`src/rtl/uart_tx_word_arbiter.sv`:
```
// Round-robin arbiter that hands one requester's word at a time to a byte-wide
// UART transmitter, streaming the latched word MSB byte first with backpressure.
module uart_tx_word_arbiter #(
  parameter int NUM_REQ    = 4,
  parameter int WORD_WIDTH = 64
) (
  input  logic                          i_clk,
  input  logic                          i_rst_n,
  input  logic [NUM_REQ-1:0]            i_req_valid,
  input  logic [NUM_REQ*WORD_WIDTH-1:0] i_req_data,
  output logic [NUM_REQ-1:0]            o_req_ready,
  output logic                          o_tx_valid,
  output logic [7:0]                    o_tx_data,
  input  logic                          i_tx_ready,
  output logic                          o_busy,
  output logic [NUM_REQ-1:0]            o_grant,
  output logic                          o_word_done
);

  localparam int BYTES = WORD_WIDTH / 8;
  localparam int IW    = $clog2(NUM_REQ);
  localparam int BCW   = (BYTES > 1) ? $clog2(BYTES) : 1;

  typedef enum logic {IDLE, SEND} state_t;

  state_t                  r_state, w_state_nxt;
  logic [WORD_WIDTH-1:0]   r_shreg;
  logic [BCW-1:0]          r_byte_cnt;
  logic [IW-1:0]           r_last_grant;
  logic [NUM_REQ-1:0]      r_grant;
  logic                    r_busy;
  logic                    r_word_done;

  logic [NUM_REQ-1:0][WORD_WIDTH-1:0] w_words;
  logic                    w_pick_any;
  logic [IW-1:0]           w_pick_idx;
  logic [NUM_REQ-1:0]      w_pick_oh;
  logic                    w_hs;
  logic                    w_tx_fire;
  logic                    w_last_byte;

  for (genvar g = 0; g < NUM_REQ; g++) begin : g_unpack
    assign w_words[g] = i_req_data[g*WORD_WIDTH +: WORD_WIDTH];
  end

  // Rotating search starting one past the previous winner, wrapping at NUM_REQ.
  always_comb begin
    logic [IW-1:0] v_idx;
    w_pick_any = 1'b0;
    w_pick_idx = '0;
    v_idx      = r_last_grant;
    for (int k = 0; k < NUM_REQ; k++) begin
      if (v_idx == IW'(NUM_REQ-1)) v_idx = '0;
      else                         v_idx = v_idx + 1'b1;
      if (!w_pick_any && i_req_valid[v_idx]) begin
        w_pick_any = 1'b1;
        w_pick_idx = v_idx;
      end
    end
  end

  assign w_pick_oh   = w_pick_any ? (NUM_REQ'(1) << w_pick_idx) : '0;
  assign o_req_ready = (r_state == IDLE && i_rst_n) ? w_pick_oh : '0;
  assign w_hs        = |(i_req_valid & o_req_ready);
  assign w_tx_fire   = (r_state == SEND) && i_tx_ready;
  assign w_last_byte = (r_byte_cnt == BCW'(BYTES-1));

  always_ff @(posedge i_clk) begin
    if (!i_rst_n) r_state <= IDLE;
    else          r_state <= w_state_nxt;
  end

  always_comb begin
    w_state_nxt = r_state;
    case (r_state)
      IDLE:    if (w_hs) w_state_nxt = SEND;
      SEND:    if (w_tx_fire && w_last_byte) w_state_nxt = IDLE;
      default: w_state_nxt = IDLE;
    endcase
  end

  always_ff @(posedge i_clk) begin
    if (!i_rst_n) begin
      r_shreg      <= '0;
      r_byte_cnt   <= '0;
      r_last_grant <= IW'(NUM_REQ-1);
      r_grant      <= '0;
      r_busy       <= 1'b0;
      r_word_done  <= 1'b0;
    end else begin
      r_word_done <= 1'b0;
      if (w_hs) begin
        r_shreg      <= w_words[w_pick_idx];
        r_grant      <= w_pick_oh;
        r_last_grant <= w_pick_idx;
        r_byte_cnt   <= '0;
        r_busy       <= 1'b1;
      end else if (w_tx_fire) begin
        r_shreg <= r_shreg << 8;
        if (w_last_byte) begin
          r_busy      <= 1'b0;
          r_grant     <= '0;
          r_word_done <= 1'b1;
        end else begin
          r_byte_cnt <= r_byte_cnt + 1'b1;
        end
      end
    end
  end

  // Byte lane is forced to zero outside SEND so idle cycles never leak stale data.
  assign o_tx_valid  = (r_state == SEND);
  assign o_tx_data   = o_tx_valid ? r_shreg[WORD_WIDTH-1 -: 8] : 8'h00;
  assign o_busy      = r_busy;
  assign o_grant     = r_grant;
  assign o_word_done = r_word_done;

endmodule

```
`config.mk`:
```
export PLATFORM = sky130hd
export DESIGN_NAME = uart_tx_word_arbiter
export DESIGN_NICKNAME = d
export VERILOG_FILES = /design/src/rtl/uart_tx_word_arbiter.sv
export SDC_FILE = /design/constraint.sdc
export NUM_CORES = 1
export LEC_CHECK = 0
export ABC_AREA = 1
export ABC_CLOCK_PERIOD_IN_PS = 2150
export CAP_MARGIN = 20
export CORE_MARGIN = 4
export CORE_UTILIZATION = 40
export CTS_CLUSTER_SIZE = 24
export DETAILED_ROUTE_END_ITERATION = 8
export DONT_BUFFER_PORTS = 1
export PLACE_DENSITY = 0.63
export SETUP_SLACK_MARGIN = 0.1
export SYNTH_ARGS = -nofsm -noshare
export SYNTH_HDL_FRONTEND = slang
export SYNTH_SLANG_ARGS = --single-unit
```
`constraint.sdc`:
```
create_clock -name i_clk -period 2.15 [get_ports i_clk]
set_input_delay 0.215 -clock i_clk [delete_from_list [all_inputs] [get_ports i_clk]]
set_output_delay 0.215 -clock i_clk [all_outputs]
set_load 0.05 [all_outputs]
```
; ---- Word level (Yosys, flattened, before mapping)
; Index checks and enable logic that the tools add are counted.
[totals]
regBits = 76
latchBits = 0
mem_bits_rw = 0
rom_bits = 0
output_inout_bits = 19
elab_cells = 81
memories = 0
[op_classes]
n_addsub = 5
mul = 0
div = 0
n_lt_le_gt_ge = 5
eq_ne = 5
shifts = 1
n_mux = 37
bitwise_logic = 5
n_reduce_logical = 16
[ops]
columns = cell, n
row1 = $mux 64, 3
row2 = $bmux 64 s2, 1
row3 = $mux 4, 5
row4 = $mux 2, 8
row5 = $lt 2x3->1 const B, 5
row6 = $mux 1, 14
row7 = $add 2x1->2 const B, 4
row8 = $bmux 1 s2, 4
row9 = $eq 2x2->1 const B, 4
row10 = $mux 8, 1
row11 = $logic_and 1x1->1, 6
row12 = $reduce_or 6->1, 1
row13 = $reduce_or 5->1, 1
row14 = $and 4x4->4, 1
row15 = $not 1->1, 4
row16 = $reduce_and 2->1, 2
row17 = $reduce_bool 2->1, 2
row18 = $reduce_or 4->1, 1
row19 = $shl 1x2->4 const A, 1
row20 = $add 3x1->3 const B, 1
row21 = $eq 3x3->1 const B, 1
row22 = $logic_not 1->1, 3
row23 = $pmux 1 s2, 1

; ---- Depth between registers and ports, before layout
; Gate-level depths: netlist of run 1.
[depth]
ltp_word = 21
ltp_mapped = 19
depth_no_buf = 18

; ---- Worst setup path before layout of run 1
; Ideal clock, no wire load.
[synth_timing]
kind = flip-flop to output port
from = register r_last_grant[0]
to = output port o_req_ready[0]
arrival_time_ns = 2.618
slack_ns = -0.683
stages_incl_launch_ff = 16
n_path_buf = 2
path_cell_list = dfxtp_1 ha_1 inv_2 nand2_1 nand2_1 nand2_1 nand2_2 nand3_1 clkinv_1 nand3_1 nand2_2 nor2_1 buf_2 buf_2 nand2_1 nor2_1
[synth_via]
elab_chain_cells = 17
elab_cells_between_ends = 37
cone_classes = add/sub (4) / eq/ne (4) / shift (1) / mux (22) / reduce/logical (6)
[synth_lines]
columns = element, line
row1 = start: declaration, 29  ; logic [IW-1:0] r_last_grant;
row2 = start signal: assignment, 86  ; r_last_grant <= IW'(NUM_REQ-1);
row3 = start signal: assignment, 95  ; r_last_grant <= w_pick_idx;
row4 = $add 2x1->2 or $eq 2x2->1 (tied branches), "54, 53"
row5 = $mux 2 *, 53  ; if (v_idx == IW'(NUM_REQ-1)) v_idx = '0;
row6 = branches (longest 13 deep; another with $add 2x1->2), n/a
row7 = $mux 4 *, 62  ; assign w_pick_oh = w_pick_any ? (NUM_REQ'(1) << w_pick_idx) : '0;
row8 = $mux 4 *, 63  ; assign o_req_ready = (r_state == IDLE && i_rst_n) ? w_pick_oh : '0;
row9 = end: declaration, 11  ; output logic [NUM_REQ-1:0] o_req_ready,
; Every way passes the cells marked *. The select of a mux whose other input is x is not followed.

; ---- Final worst setup path of run 1
; Same ends and word-level chain as after synthesis.

==> results of run 1 <==
[what timing repair did]
item	4_1_cts	5_1_grt
endpoints found under the hold margin	4	2
setup buffers	8	13
endpoints found under the setup margin	80	80
gates cloned	1	10
hold buffers	1	1
pin swaps	28	29
resized for setup	83	79
[worst reg2reg max path, stage by stage, from the launching register on]
cell,delay [ps]
dfxtp_4,360
ha_4,360
inv_6,70
buf_4,140
nand2_1,50
nand2_1,70
nand3_2,80
nor2_2,40
nor2_2,120
nand2_4,90
nand4_1,140
nand2_2,130
nor2_4,200
buf_4,140
buf_8,130
nand4_1,110
a21oi_1,180
[final timing paths]
path	from	endpoint	slack (ps)	cells past startpoint
min	i_rst_n	r_shreg[18]	20	2
min reg2reg	r_byte_cnt[1]	r_byte_cnt[1]	480	2
max reg2reg	r_last_grant[0]	r_shreg[7]	-340	16
max	r_last_grant[0]	o_req_ready[0]	-400	14
[state kept, by name (all words and copies together) (netlist names)]
signal	count
o_busy	1
o_grant	4
o_tx_valid	1
o_word_done	1
r_byte_cnt	3
r_last_grant	2
r_shreg	64
[area by class of cell]
type | count | area (um^2) | area share, %
flip-flops and latches | 76 | 1529 | 21.16
multi-input cells | 723 | 3771 | 52.20
well taps | 172 | 215.2 | 2.979
clock buffers | 10 | 229.0 | 3.169
inverters | 44 | 180.2 | 2.494
repair buffers | 83 | 1141 | 15.79
clock inverters | 6 | 158.9 | 2.200
[cells in the mapped netlist, types with 2 or more instances]
cell type,count,share of area (%)
clkbuf_1,40,2.9
nand2_2,5,0.59
nor3_1,2,0.19
buf_2,12,1.1
o21ai_1,13,1.2
a22oi_1,48,6.8
nor2_1,123,8.8
clkbuf_2,2,0.19
buf_6,2,0.43
a21oi_1,17,1.6
nand3_1,15,1.4
dfxtp_1,76,29
o21ai_0,77,7.3
nor2_4,3,0.64
nor2_2,4,0.48
nand4_1,58,6.9
inv_1,37,2.6
nand2_1,351,25
ha_1,3,0.71
inv_2,5,0.36
buf_4,6,0.86
[per-stage QoR]
| stage | util [%] | cell area, um^2 |
|---|---|---|
| after floorplan | - | 5374 |
| after global placement | 45.95 | 5869 |
| after detailed placement | 45.95 | 5869 |
| after CTS | 51.43 | 6570 |
| after global routing | 56.56 | 7224 |
| final | 56.56 | 7224 |
[cells by family (layout without fill, tap and decap cells)]
group / count (synthesis) / after routing / synth area share (%)
AND/OR/NAND/NOR: 563 / 563 / 44.43
adder cells (fa/ha/maj): 3 / 3 / 0.7128
XOR/XNOR: 1 / 1 / 0.1663
flip-flops: 76 / 76 / 28.89
buffers and inverters: 106 / 143 / 8.648
AO/OA/AOI/OAI: 156 / 156 / 17.15
[metal layers]
layer	share of wire [%]	GRT usage, %	vias to the layer above	routed length, um
met3	7.0	4.009	37	1433
met5	0	0	-	0
met2	52	42.77	264	10710
li1	-	-	3054	-
met4	2.1	4.549	0	425
met1	39	27.49	2916	7900
==> results.json, run 1 <==
{
  "status": "complete, but fails checks",
  "violations": "setup timing",
  "seq_area_frac_synth_pct": 28.89,
  "drv_slew": 0,
  "worstPathMaxFanout": 7,
  "route.detailed.drc": 0,
  "layout_common_cells": "335 x nand2_1, 101 x nor2_1, 74 x dfxtp_1",
  "core_area_um2": 12770,
  "h-tree-depth": 3,
  "insertion_delay_ps": 330,
  "grt_pass1_vias": 5574,
  "antenna_found_initial": 0,
  "start_util_pct": 41.23,
  "antenna_cells": 0,
  "route.detailed.vias_per_inst": 5.629,
  "area_delta_synth_final_pct": 37.18,
  "cts_tree": "built",
  "crit_family": "simple AND/OR/NAND/NOR gates",
  "fin_nets": 1203,
  "hold_violations": 0,
  "die_area_um2": 15070,
  "hold_path_class": "input pin to flop",
  "grt_max_degree": 67,
  "cts_buffer_depth": 2,
  "cts.clk_slew.worst_paths_ps": 60,
  "drv_cap": 0,
  "slew_headroom_pct": 61.45,
  "postSynthAreaPerCell_um2": 5.819,
  "fin_hold_ws_ps": 24.79,
  "cp_slowest_cell": "dfxtp_4",
  "worstMarginPinSlew_ps": 577.4,
  "finalCritPeriodShare_pct": 118.5,
  "dp_slack_ps": -373.8,
  "path_class": "flop to primary output",
  "synth_nets": 1171,
  "io_buffers": 0,
  "cts.sinks": 76,
  "synth_edf_count": 0,
  "drive_gt1_share_pct": 22.19,
  "max_freq_mhz": 392.6,
  "crit_path_end_kind": "primary output",
  "cts_root_buf": "clkbuf_16",
  "ys_ff_latch": 76,
  "synthesis.area_um2": 5266,
  "grt_pass1_wl_mm": 27.49,
  "cp-start-kind": "flop",
  "fill_cells": 1186,
  "syn_inst": 905,
  "crit_buf_inv": 4,
  "hpwl_mm": 13.56,
  "slowest_delay_ps": 360,
  "clock_skew_ps": 4.494,
  "rsz0062_at_grt": "yes",
  "rows": 41,
  "yosysWarningCount": 0,
  "first_iter_violations": 586,
  "first_pass_iters": 5,
  "grtUsageTotal_pct": 22.95,
  "cp_cell_sequence": "ha_4, inv_6, buf_4, nand2_1, nand2_1, nand3_2, nor2_2, nor2_2, nand2_4, nor2_4, buf_6, nand2_4, nor2_4, buf_12",
  "routabilityCongestion": 0.8390,
  "ys.flop_type": "dfxtp_1",
  "cp.required_ps": 1930,
  "fin_crit_ps": 2547,
  "synthArstFlopShare_pct": 0,
  "pin_count": 282,
  "cp.arrival_ps": 2330,
  "grt-ovfl-total": 0,
  "die_w_um": 122.7,
  "instances_no_fill": 1114,
  "final_common_cell": "nand2_1",
  "drt_wl_total_mm": 20.47,
  "setup_violations": 80,
  "ant_nets": 0,
  "synth_cell_type_count": 27,
  "cts_buffers": 9,
  "placed_cells": 1066,
  "fin_tns_setup_ps": -22550,
  "setup_slack_ps": -397.2,
  "die_y_um": 122.7,
  "routedWlPerCell_um": 18.37,
  "vias": 6271
}
Power of run 1 is not shown: default switching activity piles up to over one toggle a cycle in this logic, so the estimate is an artifact.
==> inputs of run 2 (changes only) <==
Settings changed: CORE_UTILIZATION 40 to 30, PLACE_DENSITY 0.63 to 0.52.
==> results.json, run 2 (synthesized netlist as in run 1, its figures left out) <==
{
  "status": "complete, but fails checks",
  "violations": "setup timing",
  "final_util_pct": 42.39,
  "insertion_delay_ps": 340,
  "grt_pass1_wl_mm": 29.82,
  "instances_no_fill": 1175,
  "fill_cells": 1835,
  "cts.clk_slew.worst_paths_ps": 60,
  "rows": 48,
  "drv_slew": 0,
  "placed_cells": 1125,
  "clock_skew_ps": 5.953,
  "slowest_delay_ps": 360,
  "start_util_pct": 30.55,
  "layout_common_cells": "332 x nand2_1, 108 x nor2_1, 74 x dfxtp_1",
  "grt_max_degree": 61,
  "route.detailed.drc": 0,
  "fin_nets": 1211,
  "cp-start-kind": "flop",
  "route.detailed.vias_per_inst": 5.183,
  "cp.required_ps": 2390,
  "vias": 6090,
  "routabilityCongestion": 0.7865,
  "setup_violations": 80,
  "worstPathMaxFanout": 8,
  "cp_common_cell": "nand2_2",
  "cts_buffer_depth": 2,
  "ant_nets": 0,
  "io_buffers": 0,
  "first_pass_iters": 4,
  "hpwl_mm": 14.65,
  "die_area_um2": 19740,
  "cts_tree": "built",
  "grt_pass1_vias": 5756,
  "cp_slowest_cell": "dfxtp_4",
  "fin_crit_ps": 2551,
  "fin_hold_ws_ps": 44.69,
  "hold_violations": 0,
  "setup_slack_ps": -401.4,
  "path_class": "flop to flop",
  "max_freq_mhz": 391.9,
  "final_common_cell": "nand2_1",
  "area_delta_synth_final_pct": 38.73,
  "cts_root_buf": "clkbuf_16",
  "hold_path_class": "input pin to flop",
  "cp_cell_sequence": "ha_4, inv_6, nand2_8, nand2_2, nand2_2, nand2_4, nand4_1, nand3_4, buf_6, nand4_1, nand2_2, nor2_4, nand2_8, clkbuf_16, o211ai_1",
  "pin_count": 282,
  "drv_cap": 0,
  "die_y_um": 140.5,
  "rsz0062_at_grt": "yes",
  "cts_buffers": 9,
  "first_iter_violations": 325,
  "finalCritPeriodShare_pct": 118.7,
  "largest-register": "r_shreg",
  "core_area_um2": 17240,
  "drt_wl_total_mm": 21.26,
  "cts.sinks": 76,
  "h-tree-depth": 3,
  "die_w_um": 140.5,
  "routedWlPerCell_um": 18.10,
  "grtUsageTotal_pct": 18.67,
  "antenna_cells": 0,
  "cp.arrival_ps": 2790,
  "antenna_found_initial": 0,
  "slew_headroom_pct": 62.23,
  "grt-ovfl-total": 0,
  "worstMarginPinSlew_ps": 565.8,
  "drive_gt1_share_pct": 25.05,
  "crit_path_end_kind": "flop",
  "largest_register_ffs": 64
}
run 2: cell types whose count changed in the layout (fill, tap and decap cells not counted), sizes merged:
| cell | change |
|---|---|
| clkinv | +3 |
| bufinv | -3 |
| clkinvlp | +1 |
| dlygate4sd3 | -1 |
| inv | -1 |
| clkbuf | -2 |
| buf | +11 |
run 2: per-layer routing:
layer | up-vias | GRT usage, % | part of all wire [%]
met4 | 0 | 3.519 | 1.6
li1 | 3052 | - | -
met5 | - | 0 | 0
met1 | 2839 | 22.75 | 42
met2 | 180 | 34.17 | 52
met3 | 19 | 3.687 | 4.7
run 2: stage by stage:
stage | area (um^2) | setup TNS, ps | worst slack (ps)
after floorplan | 5374 | -4684 | -88.13
after global placement | 5981 | -14540 | -239.3
after detailed placement | 5981 | -15970 | -274.2
after CTS | 6629 | -20010 | -309.3
after global routing | 7306 | -36490 | -530.8
final | 7306 | -25350 | -401.4
run 2: area by class of cell:
| class | count | area, um^2 | area share (%) |
|---|---|---|---|
| timing repair buffer | 91 | 1180 | 16.15 |
| clock inverter | 6 | 86.33 | 1.182 |
| multi-input combinational | 723 | 3815 | 52.22 |
| tap | 225 | 281.5 | 3.853 |
| sequential | 76 | 1526 | 20.89 |
| inverter | 44 | 177.7 | 2.432 |
| clock buffer | 10 | 239.0 | 3.271 |
run 2: worst max-delay path, delay by kind of cell, from the launching register on:
kind,cells,cell delay (ps)
buf+inv,3,400
flops,1,360
simple gates,10,1110
compound gates,1,220
fa+ha+maj,1,340
run 2: worst paths after layout:
| check | startpoint | to | slack, ps | cells past startpoint |
|---|---|---|---|---|
| max | r_last_grant[0] | r_last_grant[0] | -400 | 15 |
| max reg2reg | r_last_grant[0] | r_last_grant[0] | -400 | 15 |
| min | i_rst_n | r_shreg[63] | 40 | 2 |
| min reg2reg | r_byte_cnt[2] | r_byte_cnt[2] | 480 | 2 |
run 2: what timing repair did:
action,4_1_cts,5_1_grt
endpoints found under the hold margin,11,3
pin swaps,29,19
gates resized for setup,86,83
setup endpoints to repair,80,80
buffers inserted,9,14
gates cloned,1,10
Power of run 2 is left out for the same reason.
==> inputs of run 3 (changes only) <==
Settings changed: ABC_AREA 1 to default.
==> results.json, run 3 <==
{
  "status": "complete, but fails checks",
  "violations": "setup timing",
  "grt_pass1_wl_mm": 30.06,
  "first_pass_iters": 6,
  "yosys.area_share.adder_pct": 0.6153,
  "seq_area_frac_synth_pct": 24.94,
  "synth_cell_type_count": 46,
  "crit_buf_inv": 5,
  "synth-simple-area-share_pct": 16.76,
  "yosysMostFrequentCell": "nor2_1",
  "routedWlPerCell_um": 20.43,
  "first_iter_violations": 216,
  "antenna_found_initial": 0,
  "drv_cap": 0,
  "yosysWarningCount": 0,
  "cts_tree": "built",
  "rsz0062_at_grt": "yes",
  "route.detailed.drc": 0,
  "clock_skew_ps": 9.892,
  "max_freq_mhz": 374.0,
  "cp-start-kind": "flop",
  "insertion_delay_ps": 340,
  "die_y_um": 150.6,
  "fin_hold_ws_ps": 32.18,
  "ys.flop_type": "dfxtp_1",
  "pin_count": 282,
  "final_common_cell": "nor2_1",
  "dp_slack_ps": -514.3,
  "synth.area.mux_share_pct": 30.09,
  "cts.sinks": 76,
  "crit_family": "multiplexers",
  "start_util_pct": 30.94,
  "synth_top_family_by_area": "multiplexers",
  "final_util_pct": 44.74,
  "largest-register": "r_shreg",
  "grt_pass1_vias": 5485,
  "synth_common_cells": "182 x nor2_1, 114 x mux2i_1, 76 x dfxtp_1",
  "syn_inst": 745,
  "antenna_cells": 0,
  "route.detailed.vias_per_inst": 5.156,
  "leakage_nw": 3.676,
  "postSynthAreaPerCell_um2": 8.189,
  "synth-xor-area-share_pct": 0.1436,
  "fin_nets": 1084,
  "r2r_start": "r_last_grant[1]",
  "area_delta_synth_final_pct": 44.59,
  "worstMarginPinSlew_ps": 701.1,
  "hold_path_startpoint": "i_rst_n",
  "p_per_area_nw_per_um2": 1708,
  "hold_violations": 0,
  "crit_path_end_kind": "flop",
  "synthesis.area_um2": 6101,
  "rows": 51,
  "hold_path_end": "o_tx_valid",
  "core_area_um2": 19720,
  "slew_headroom_pct": 53.10,
  "cts.clk_slew.worst_paths_ps": 60,
  "synthArstFlopShare_pct": 0,
  "reg2reg_depth": 13,
  "ys_top_cells_by_area": "dfxtp_1 25%, mux2i_1 19%, nor2_1 11%, mux2_2 9.6%, a21oi_2 8.2%",
  "hpwl_mm": 12.96,
  "grt_max_degree": 47,
  "routabilityCongestion": 0.7530,
  "r2r-end": "r_shreg[29]",
  "die_area_um2": 22680,
  "drive_gt1_share_pct": 40.70,
  "setup_violations": 80,
  "synth_compound_area_share_pct": 19.44,
  "io_buffers": 0,
  "ant_nets": 0,
  "grtUsageTotal_pct": 17.32,
  "largest_register_ffs": 64,
  "drv_slew": 0,
  "cp_common_cell": "buf_6",
  "hold_path_class": "input pin to flop",
  "h-tree-depth": 3,
  "yosysTopAreaCellShare_pct": 24.94,
  "ir_worst_vdd_uv": 783.7,
  "ys_ff_latch": 76,
  "cp.required_ps": 2390,
  "die_w_um": 150.6,
  "synth_top_cell_by_area": "dfxtp_1",
  "cts_buffer_depth": 2,
  "cts_buffers": 9,
  "synth_edf_count": 0,
  "slowest_delay_ps": 490,
  "hold_path_depth": 1,
  "critPathLaunch": "r_last_grant[1]",
  "cp.arrival_ps": 2910,
  "r2r_slack_ps": -520,
  "cts_root_buf": "clkbuf_16",
  "fin_crit_ps": 2674,
  "layout_common_cells": "176 x nor2_1, 105 x mux2i_1, 74 x dfxtp_1",
  "grt-ovfl-total": 0,
  "cp_slowest_cell": "mux4_2",
  "setup_slack_ps": -523.8,
  "drt_wl_total_mm": 22.23,
  "synth_nets": 1011,
  "worstPathMaxFanout": 7,
  "path_class": "flop to flop",
  "vias": 5610,
  "finalCritPeriodShare_pct": 124.4,
  "cp_cell_sequence": "ha_4, mux2_4, mux4_2, a21oi_4, buf_6, or3b_4, buf_6, o22ai_4, buf_6, buf_12, buf_12, o21ai_4, a21oi_2"
}
[run 3: cells by family (layout without fill, tap and decap cells)]
kind of cell / count (synthesis) / count (layout)
flip-flops: 76 / 76
multiplexers: 173 / 173
buffers and inverters: 68 / 146
AND/OR/NAND/NOR: 250 / 250
AO/OA/AOI/OAI: 174 / 174
XOR/XNOR: 1 / 1
adder cells (fa/ha/maj): 3 / 3
[run 3: worst max path at each step]
stage	to	slack, ps	cells past startpoint
floorplan	r_shreg[23]	-380	12
global placement	r_shreg[33]	-510	10
detailed placement	r_shreg[29]	-510	10
CTS	o_req_ready[0]	-550	10
global route	r_shreg[30]	-600	13
finish	r_shreg[29]	-520	13
[run 3: through the flow]
step | instance area [um^2] | cells | power, mW | TNS [ps]
after floorplan | 6440 | 745 | 8.709 | -26770
after global placement | 6872 | 1003 | 9.730 | -32610
after detailed placement | 6872 | 1003 | 9.799 | -34610
after CTS | 8168 | 1065 | 13.79 | -36380
after global routing | 8821 | 1088 | 15.96 | -42440
final | 8821 | 1088 | 15.07 | -35340
[run 3: worst register-to-register path: cells and delay by family (launching register included)]
kind	cells	cell delay (ps)
adder cells (fa/ha/maj)	1	170
flip-flops	1	360
AO/OA/AOI/OAI	4	420
buffers and inverters	5	690
AND/OR/NAND/NOR	1	140
multiplexers	2	780
[run 3: where the power goes]
| group | switching, mW | internal [mW] |
|---|---|---|
| registers | 0.441 | 2.00 |
| logic | 4.90 | 6.16 |
| clock network | 0.641 | 0.936 |
[run 3: timing repair]
item	4_1_cts	5_1_grt
hold endpoints to repair	25	2
setup endpoints to repair	80	80
buffers inserted	24	10
gates cloned	16	13
pin swaps	21	33
hold buffers	6	1
resized for setup	95	73
[run 3: cell type report]
| cell class | instances | area (um^2) |
|---|---|---|
| clock buffers | 11 | 242.7 |
| clock inverters | 5 | 60.06 |
| fillers | 1902 | 10900 |
| inverters | 2 | 7.507 |
| multi-input cells | 601 | 4721 |
| flip-flops and latches | 76 | 1524 |
| well taps | 265 | 331.6 |
| repair buffers | 128 | 1934 |
[run 3: per-layer routing]
metal  GRT usage (%)  routed length, um  up-vias
met2           30.10              10770      186
met1           21.71               9901     2666
met5               0                  0        -
li1                -                  -     2737
met3           3.010               1156       21
met4           5.712                400        0
Power figures use the tool's default switching activity.
